## src/rtl/dbus_sram_slave.sv

```systemverilog
// Data-bus responder that maps core load/store requests onto a single-port synchronous SRAM.
// Handles byte-lane write enables, read alignment, optional wait states and misalignment errors.
module dbus_sram_slave #(
   parameter int ADDR_WIDTH  = 12,
   parameter int WAIT_CYCLES = 0
) (
   input  logic                  clk,
   input  logic                  rst,
   input  logic                  dbus_en,
   input  logic                  dbus_we,
   input  logic [1:0]            dbus_size,
   input  logic [31:0]           dbus_addr,
   input  logic [31:0]           dbus_data,
   output logic [31:0]           dbus_rdata,
   output logic                  dbus_stall,
   output logic                  dbus_error,
   output logic                  ram_en,
   output logic [3:0]            ram_we,
   output logic [ADDR_WIDTH-1:0] ram_addr,
   output logic [31:0]           ram_wdata,
   input  logic [31:0]           ram_rdata
);

   localparam int CNT_W = (WAIT_CYCLES > 0) ? $clog2(WAIT_CYCLES + 1) : 1;

   typedef enum logic [1:0] {IDLE, ACCESS, DONE} state_t;

   state_t           state;
   logic [CNT_W-1:0] cnt;
   logic [31:0]      rdata_q;
   logic             err_q;
   logic             we_q;
   logic [1:0]       size_q;
   logic [1:0]       lane_q;

   logic             misaligned;
   logic             accept;
   logic [31:0]      shifted;
   logic [31:0]      load_val;
   logic             unused_addr_bits;

   // Upper address bits alias onto the same SRAM words by design.
   assign unused_addr_bits = ^dbus_addr[31:ADDR_WIDTH+2];

   always_comb begin
      misaligned = 1'b0;
      case (dbus_size)
         2'b00:   misaligned = 1'b0;
         2'b01:   misaligned = dbus_addr[0];
         2'b10:   misaligned = (dbus_addr[1:0] != 2'b00);
         default: misaligned = 1'b1;
      endcase
   end

   // SRAM is enabled combinationally in IDLE so its data arrives in the first ACCESS cycle.
   assign accept = (state == IDLE) && dbus_en && !misaligned && !rst;

   // NOTE: every signal in a combinational block gets a default first, otherwise a latch is inferred.
   always_comb begin
      ram_en    = accept;
      ram_we    = 4'b0000;
      ram_wdata = dbus_data;
      case (dbus_size)
         2'b00:   ram_wdata = {4{dbus_data[7:0]}};
         2'b01:   ram_wdata = {2{dbus_data[15:0]}};
         default: ram_wdata = dbus_data;
      endcase
      if (accept && dbus_we) begin
         case (dbus_size)
            2'b00:   ram_we = 4'b0001 << dbus_addr[1:0];
            2'b01:   ram_we = 4'b0011 << {dbus_addr[1], 1'b0};
            default: ram_we = 4'b1111;
         endcase
      end
   end

   assign ram_addr   = dbus_addr[ADDR_WIDTH+1:2];
   assign dbus_stall = ((state == IDLE) && dbus_en) || (state == ACCESS);
   assign dbus_error = (state == DONE) && err_q;
   assign dbus_rdata = rdata_q;

   // Right-align the addressed lane, then zero-fill above the access size.
   assign shifted = ram_rdata >> {lane_q, 3'b000};

   always_comb begin
      load_val = shifted;
      case (size_q)
         2'b00:   load_val = {24'h0, shifted[7:0]};
         2'b01:   load_val = {16'h0, shifted[15:0]};
         default: load_val = shifted;
      endcase
   end

   // NOTE: sequential state uses non-blocking assignments so every register sees pre-edge values.
   always_ff @(posedge clk) begin
      if (rst) begin
         state   <= IDLE;
         cnt     <= '0;
         rdata_q <= '0;
         err_q   <= 1'b0;
         we_q    <= 1'b0;
         size_q  <= 2'b00;
         lane_q  <= 2'b00;
      end else begin
         case (state)
            IDLE: begin
               if (dbus_en) begin
                  // Latch the request so a flushed dbus_en still completes consistently.
                  we_q   <= dbus_we;
                  size_q <= dbus_size;
                  lane_q <= dbus_addr[1:0];
                  if (misaligned) begin
                     err_q <= 1'b1;
                     state <= DONE;
                  end else begin
                     cnt   <= CNT_W'(WAIT_CYCLES);
                     state <= ACCESS;
                  end
               end
            end
            ACCESS: begin
               if (cnt == '0) begin
                  if (!we_q) rdata_q <= load_val;
                  state <= DONE;
               end else begin
                  cnt <= cnt - 1'b1;
               end
            end
            DONE: begin
               err_q <= 1'b0;
               state <= IDLE;
            end
            default: state <= IDLE;
         endcase
      end
   end

endmodule

```

## config.mk

```make
export PLATFORM = sky130hd
export DESIGN_NAME = dbus_sram_slave
export DESIGN_NICKNAME = d
export VERILOG_FILES = /design/src/rtl/dbus_sram_slave.sv
export SDC_FILE = /design/constraint.sdc
export NUM_CORES = 1
export LEC_CHECK = 0
export ABC_CLOCK_PERIOD_IN_PS = 3930
export BUFFER_PORTS_ARGS = -buffer_cell sky130_fd_sc_hd__buf_4
export CORE_UTILIZATION = 46
export CTS_BUF_LIST = sky130_fd_sc_hd__clkbuf_8
export DETAILED_ROUTE_END_ITERATION = 7
export PLACE_DENSITY_LB_ADDON = 0.2
export SETUP_SLACK_MARGIN = 0.4
export SYNTH_ARGS = -nofsm -noshare
export SYNTH_HDL_FRONTEND = slang
export SYNTH_SLANG_ARGS = --single-unit
```

## constraint.sdc

```tcl
create_clock -name clk -period 3.93 [get_ports clk]
set_clock_uncertainty 0.05 [all_clocks]
set_input_delay 0.393 -clock clk [delete_from_list [all_inputs] [get_ports clk]]
set_output_delay 0.393 -clock clk [all_outputs]
set_load 0.01 [all_outputs]
```

==> metrics.yaml, run 1 <==
place_area_um2: 3480
avgSynthCellArea_um2: 8.85
cts_tree: "built"
period_needed_ps: 2430
rr_startpoint: "state[1]"
cts.repair.resized: 0
drv_slew: 0
cts-htree-levels: 2
holdPathEnd: "we_q"
holdBufCountCts: 0
die-area_um2: 5900
synth-compound-area-share: 0.150
synth_xor_area_frac: 0.00340
die_h_um: 76.8
fmax_mhz: 411
slew_headroom: 0.266
clkLatencyLatePin_ps: 290
rsz0062_at_grt: "false"
drtPass1Iterations: 4
synthAdderAreaFrac: 0
num-fill-cells: 455
worst_pin_slew_ps: 1100
ys_seq_area_frac: 0.311
vias: 2499
io_buffers: 142
grt_pass1_vias: 2345
cp-end-kind: "output port"
vias_per_cell: 5.35
hold_viol_final: 0
synthDistinctLibCells: 32
dr.first_iter.drc_count: 124
synth.area.top_cells: "dfxtp_1 (31%), mux2_2 (10%), mux2i_1 (8.2%)"
pin_count: 185
clk_pin_slew_ps: 80
worst-path-max-fanout: 8
fin_util: 0.680
synth_nets: 393
irDropWorstVdd_uv: 143
grt_pass1_wl_um: 11100
yosysWarningCount: 0
grt_antenna_before_repair: 0
ys_ff_latch: 40
grt_remaining_overflow: 0
synthToLayoutAreaGrowth_pct: 38.3
yosysTopAreaCell: "dfxtp_1"
wl_um: 6940
synth.mux.area_fraction: 0.257
timing.rr.end: "dbus_rdata[15]"
drive_above_1_share: 0.489
hold_class: "input port to flop"
post_cts_buffers: 0
rrSetupSlack_ps: 1650
std_cell_rows: 26
gp_congestion: 0.777
drc: 0
p_per_area_nw_per_um2: 270
core_area_um2: 5240
pre_cts_slack_ps: 1580
setup_ws_ps: 1500
synth_top_family_by_area: "multiplexers"
drtAntennaViolNets: 0
cts.path.max_buffers: 2
grt_max_degree: 42
whs_path_depth: 3
synth_top_area_frac: 0.311
root_buffer: "clkbuf_8"
antennaDiodeCount: 0
stdcell_area_um2: 3560
min_from: "dbus_we"
status: "finished clean"
synthSimpleGateAreaFrac: 0.173
maxCapViolCount: 0
hpwl_um: 5200
cts_sinks: 40
finalNetCount: 499
avgRoutedWirePerCell_um: 14.9
fin_setup_tns_ps: 0
cp.arrival_ps: 1990
setup-violations-final: 0
p_leak_nw: 1.55
syn-instance-count: 291
cts_buffers: 5
grt.total_usage: 0.234
required_ps: 3490
cp-start-kind: "flop"
critical_path_class: "flop to output port"
die_w_um: 76.8
post-route-period-util: 0.619
synth_area_um2: 2570
worst-r2r-cell-count: 3
start_util: 0.492
layer usage:
metal,up-vias,share of wire,track usage
met5,-,0,0
met3,8,0.064,0.0583
met4,0,0.0076,0.0442
met1,1175,0.41,0.283
li1,1225,-,-
met2,91,0.52,0.418
cells in the final DEF (no fill, tap or decap), drive strengths merged:
cell	instances
a2111oi	1
a211o	1
a211oi	1
a21oi	28
a22o	1
a2bb2oi	8
and3	1
and3b	1
buf	143
clkbuf	5
clkinv	1
clkinvlp	1
dfxtp	40
inv	3
mux2	24
mux2i	21
mux4	8
nand2	41
nand3	16
nand3b	9
nor2	8
nor2b	5
nor3	1
nor3b	4
nor4b	1
o21ai	21
or3	1
or3b	1
xor2	1
stage by stage:
stage	cells	hold WS, ps	power [W]
floorplan	291	390	0.000598
CTS	467	290	0.000969
global route	467	330	0.00101
detailed placement	460	394	0.000712
finish	467	297	0.000961
global placement	460	390	0.000709
cell families (layout without fill, tap and decap cells):
logic type | after synthesis | after routing
XOR/XNOR | 1 | 1
buffers and inverters | 47 | 153
multiplexers | 53 | 53
AO/OA/AOI/OAI | 61 | 61
AND/OR/NAND/NOR | 89 | 89
flip-flops | 40 | 40
where the power goes:
group          leakage (nW)  internal, W  total [W]  switching (W)
sequential            0.324     0.000416   0.000435      0.0000192
combinational          1.18     0.000152   0.000267       0.000115
clock                0.0400     0.000120   0.000259       0.000139
total                  1.55     0.000688   0.000961       0.000273
Yosys cell counts, drive strengths merged:
cell      n
nand2    41
dfxtp    40
buf      30
a21oi    28
mux2     24
mux2i    21
o21ai    21
nand3    16
clkbuf   14
nand3b    9
a2bb2oi   8
mux4      8
nor2      8
nor2b     5
nor3b     4
inv       3
a2111oi   1
a211o     1
a211oi    1
a22o      1
and3      1
and3b     1
nor3      1
nor4b     1
or3       1
or3b      1
xor2      1
area by class of cell:
| cell class | instances | area (um^2) | share of cell area |
|---|---|---|---|
| Clock buffer | 5 | 68.8 | 0.0193 |
| Clock inverter | 2 | 12.5 | 0.00351 |
| Inverter | 3 | 11.3 | 0.00316 |
| Multi-Input combinational cell | 204 | 1510 | 0.423 |
| Sequential cell | 40 | 801 | 0.225 |
| Tap cell | 70 | 87.6 | 0.0246 |
| Timing Repair Buffer | 143 | 1070 | 0.301 |
sequential cells by signal (all words and copies together), names as in the netlist:
signal	flops
size_q	2
err_q	1
dbus_rdata	32
state	2
lane_q	2
we_q	1
worst max-delay path: stages (launching register included):
cell and delay, ps:
dfxtp_1 390, nor4b_1 550, nand2_1 220, a2111oi_2 360, buf_4 180
worst max path at each step:
stage | startpoint | endpoint | slack (ps) | cells after the start
after CTS | state[1] | ram_we[0] | 1490 | 4
after detailed placement | rst | ram_we[0] | 1580 | 5
after floorplan | state[1] | ram_we[0] | 2000 | 4
after global placement | rst | ram_we[0] | 1590 | 5
after global routing | state[1] | ram_we[0] | 1390 | 4
final | state[1] | ram_we[0] | 1500 | 4
Power figures use the tool's default switching activity.
==> inputs of run 2 (changes only) <==
Settings changed: ABC_CLOCK_PERIOD_IN_PS 3930 to 2000, CORE_UTILIZATION 46 to 38.
Clock period 3.93 ns to 2 ns, I/O delays scaled along.
==> run 2 against run 1 <==
Effect of this change:
- register-to-register slack lost 1200 ps
- critical endpoint is now ram_we[1]
- highest routed layer unchanged
- largest cell class unchanged
- count of clock-buffer cells in the layout is 2 higher
- largest power group unchanged
- setup slack got worse by 1300 ps
- cell count is 3.2% higher
- wire length rose by 8.0%
- via count increased by 0.16%
- sequential power rose by 91%
- the run now ends with DRC left
- total power is 120% higher
==> metrics.yaml, run 2 (synthesis gave the netlist of run 1 again) <==
worst_pin_slew_ps: 530
cts_tree: "built"
drive_above_1_share: 0.516
clkLatencyLatePin_ps: 290
grt_pass1_vias: 2430
period_needed_ps: 1800
grt_max_degree: 41
avgRoutedWirePerCell_um: 15.5
fmax_mhz: 555
max_stage_delay_ps: 360
largest_register_ffs: 32
grt_util_met1: 0.263
wl_um: 7500
hold_class: "input port to flop"
slowest_stage: "dfxtp_2"
path_cells: "nor4b_4 -> nand2_2 -> buf_6 -> nor3_2 -> buf_4"
grtUsageMet2: 0.359
regArea_um2: 803
die-area_um2: 7110
io_buffers: 142
grt_remaining_overflow: 0
maxCapViolCount: 0
num-fill-cells: 593
cts_buffers: 5
busiest_layer: "met2"
rsz0062_at_grt: "true"
hold_slack_ps: 133
start_util: 0.399
mostFrequentLayoutCell: "buf_4"
drc: 8
cp-end-kind: "output port"
core_area_um2: 6460
cts.path.max_buffers: 2
violations: "DRC"
fin_util: 0.579
worst-path-max-fanout: 5
vias: 2503
fin_setup_tns_ps: 0
die_w_um: 84.3
hpwl_um: 5540
grt.total_usage: 0.207
pin_count: 185
grt_pass1_wl_um: 11800
cp-start-kind: "flop"
synthToLayoutAreaGrowth_pct: 45.2
cts_sinks: 40
status: "finished with violations"
die_h_um: 84.3
irDropWorstVdd_uv: 419
use_met3: 0.0423
hold_viol_final: 0
multi_input_area_um2: 1560
final_cell_mix: "buf_4 (147), nand2_1 (40), dfxtp_1 (38)"
vias_per_cell: 5.19
drtAntennaViolNets: 0
p_per_area_nw_per_um2: 572
finalNetCount: 506
clk_pin_slew_ps: 80
dr.first_iter.drc_count: 110
p_leak_nw: 1.62
gp_congestion: 0.787
std_cell_rows: 29
critical_path_class: "flop to output port"
required_ps: 1750
root_buffer: "clkbuf_8"
post-route-period-util: 0.901
cp.arrival_ps: 1550
antennaDiodeCount: 0
slew_headroom: 0.645
cts-htree-levels: 2
drv_slew: 0
grt_antenna_before_repair: 0
drtPass1Iterations: 7
holdBufCountCts: 0
setup-violations-final: 0
run 2: cell types whose count changed in the layout (fill, tap and decap cells not counted), moves of 2 or more:
| cell | delta |
|---|---|
| dfxtp_2 | +2 |
| buf_6 | +2 |
| dfxtp_1 | -2 |
| clkbuf_8 | +2 |
| buf_4 | +4 |
run 2: per-layer routing:
| metal | part of all wire | vias to the layer above |
|---|---|---|
| met2 | 0.51 | 84 |
| li1 | - | 1240 |
| met4 | 0.0064 | 0 |
| met5 | 0 | - |
| met3 | 0.063 | 4 |
| met1 | 0.43 | 1175 |
run 2: power by group:
part / internal, W / switching (W) / leakage, nW / total [W]
clock: 0.000440 / 0.000285 / 0.0645 / 0.000725
combinational: 0.000317 / 0.000264 / 1.23 / 0.000582
sequential: 0.000818 / 0.0000142 / 0.325 / 0.000832
run 2: path summary, 6_finish.rpt:
kind	startpoint	to	slack, ps	depth (start not counted)
worst min register to register	dbus_rdata[16]	dbus_rdata[16]	400	2
worst min-delay path	ram_rdata[28]	dbus_rdata[28]	130	3
worst max register to register	state[1]	dbus_rdata[11]	410	4
worst max-delay path	state[0]	ram_we[1]	200	5
run 2: area by class of cell:
class,count,area share
tap,77,0.0258
clock inverter,1,0.00803
multi-input combinational,204,0.416
inverter,3,0.00301
clock buffer,7,0.0258
sequential,40,0.215
timing repair buffer,150,0.307
run 2: stage by stage:
step | area (um^2) | total power, W | std cells | setup slack [ps]
floorplan | 2590 | 0.00118 | 291 | 403
global placement | 3560 | 0.00141 | 473 | 302
detailed placement | 3560 | 0.00142 | 473 | 265
CTS | 3720 | 0.00215 | 482 | 200
global route | 3740 | 0.00224 | 482 | 130
finish | 3740 | 0.00214 | 482 | 198
run 2: critical path: cells and delay by family (launching register included):
family / cells / cell delay (ps)
flops: 1 / 360
simple gates: 3 / 610
buf+inv: 2 / 280
run 2: repair_timing:
item,in CTS,in global routing
pin swaps,3,2
buffers inserted,1,0
gates resized for setup,6,4
endpoints found under the setup margin,13,16
==> inputs of run 3 (changes only) <==
Settings changed: HOLD_SLACK_MARGIN set to 0.02, SETUP_SLACK_MARGIN 0.4 to 0.15.
==> run 3 against run 2 <==
Effect of this change:
- the flow still finishes with violations (DRC)
- maximum frequency is 0.45% higher
- sequential share of layout area rose by 0.28 points
- setup slack improved by 8.0 ps
- cell count up 0.41%
- global-route usage is 0.16 points lower
- largest cell class unchanged
- sequential power barely moved
==> metrics.yaml, run 3 (synthesis gave the netlist of run 1 again) <==
violations: "DRC"
cts_sinks: 40
cts_tree: "built"
grt_max_degree: 41
std_cell_rows: 29
grt_antenna_before_repair: 0
drtAntennaViolNets: 0
p_sw_frac: 0.285
path_delay_family: "simple AND/OR/NAND/NOR gates"
grt.total_usage: 0.205
holdBufCountCts: 0
largest_register_ffs: 32
grt_pass1_vias: 2413
p_per_area_nw_per_um2: 518
drive_above_1_share: 0.511
maxCapViolCount: 0
status: "finished with violations"
p_switching_w: 0.000545
fmax_mhz: 558
intPower_w: 0.00137
hold_viol_final: 0
slowest_stage: "dfxtp_2"
drv_slew: 0
die_w_um: 84.3
clk_pin_slew_ps: 70
die-area_um2: 7110
cts.path.max_buffers: 2
fin_util: 0.571
synthToLayoutAreaGrowth_pct: 43.3
place_area_um2: 3570
core_area_um2: 6460
io_buffers: 142
dr.first_iter.drc_count: 129
pin_count: 185
critical_path_class: "flop to output port"
grt_remaining_overflow: 0
drtPass1Iterations: 6
cp.buffers_inverters: 2
cp-start-kind: "flop"
cp.arrival_ps: 1540
wl_um: 7400
clkLatencyLatePin_ps: 290
vias_per_cell: 5.30
die_h_um: 84.3
power_frac_clock: 0.262
irDropWorstVdd_uv: 315
max_stage_delay_ps: 340
fin_setup_tns_ps: 0
vias: 2563
antennaDiodeCount: 0
slew_headroom: 0.659
avgRoutedWirePerCell_um: 15.3
required_ps: 1750
path_cells: "nor4b_4 -> nand2_2 -> buf_4 -> nor3_2 -> buf_4"
mostFrequentLayoutCell: "buf_4"
cts-htree-levels: 2
worst_pin_slew_ps: 509
p_leak_nw: 1.61
stdcell_area_um2: 3690
root_buffer: "clkbuf_8"
rsz0062_at_grt: "false"
post-route-period-util: 0.897
crit_top_cell: "buf_4"
cts_buffers: 5
gp_congestion: 0.753
setup-violations-final: 0
period_needed_ps: 1790
drc: 8
grt_pass1_wl_um: 11600
start_util: 0.399
sequentialPowerShare: 0.435
finalNetCount: 509
final_cell_mix: "buf_4 (152), nand2_1 (40), dfxtp_1 (38)"
hold_class: "input port to flop"
worst-path-max-fanout: 3
hpwl_um: 5460
cp-end-kind: "output port"
power_frac_comb: 0.303
num-fill-cells: 630
[run 3: layout make-up]
class                           count  area (um^2)  share of cell area
Sequential cell                    40          803               0.218
Tap cell                           77         96.3              0.0261
Clock inverter                      2         8.76             0.00237
Inverter                            3         11.3             0.00305
Multi-Input combinational cell    204         1540               0.418
Clock buffer                        5         68.8              0.0186
Timing Repair Buffer              153         1160               0.315
[run 3: power groups by stage]
stage / sequential, W / combinational [W] / clock [W]
2_1_floorplan: 0.000850 / 0.000326 / 0
3_3_place_gp: 0.000849 / 0.000568 / 0
3_5_place_dp: 0.000849 / 0.000574 / 0
4_1_cts: 0.000831 / 0.000578 / 0.000524
5_1_grt: 0.000835 / 0.000625 / 0.000561
6_report: 0.000832 / 0.000580 / 0.000501
[run 3: timing repair]
action	in CTS	in global routing
endpoints found under the setup margin	2	2
pin swaps	2	2
hold endpoints to repair	0	0
setup buffers	1	0
gates resized for setup	1	6
[run 3: metrics by stage]
step                std cells  worst slack [ps]  total power, W  hold slack (ps)
global route              484               130         0.00202              137
detailed placement        476               276         0.00142              350
CTS                       484               158         0.00193              121
global placement          476               319         0.00142              350
finish                    484               207         0.00191              130
floorplan                 291               261         0.00118              297
[run 3: path summary, 6_finish.rpt]
path | depth (start not counted) | slack (ps) | start | end
worst max-delay path | 5 | 210 | state[1] | ram_we[1]
worst max register to register | 4 | 250 | state[1] | dbus_rdata[14]
worst min-delay path | 3 | 130 | dbus_we | we_q
worst min register to register | 2 | 410 | dbus_rdata[16] | dbus_rdata[16]
[run 3: per-layer routing]
layer	vias to the layer above	share of wire	GRT usage
met3	8	0.075	0.0501
met2	102	0.50	0.345
met1	1211	0.42	0.262
li1	1242	-	-
met5	-	0	0
met4	0	0.010	0.0580
[run 3: worst min-delay path, delay by kind of cell]
family,cells,cell delay (ps)
muxes,1,60
buffers and inverters,1,90
and+or+nand+nor,1,80
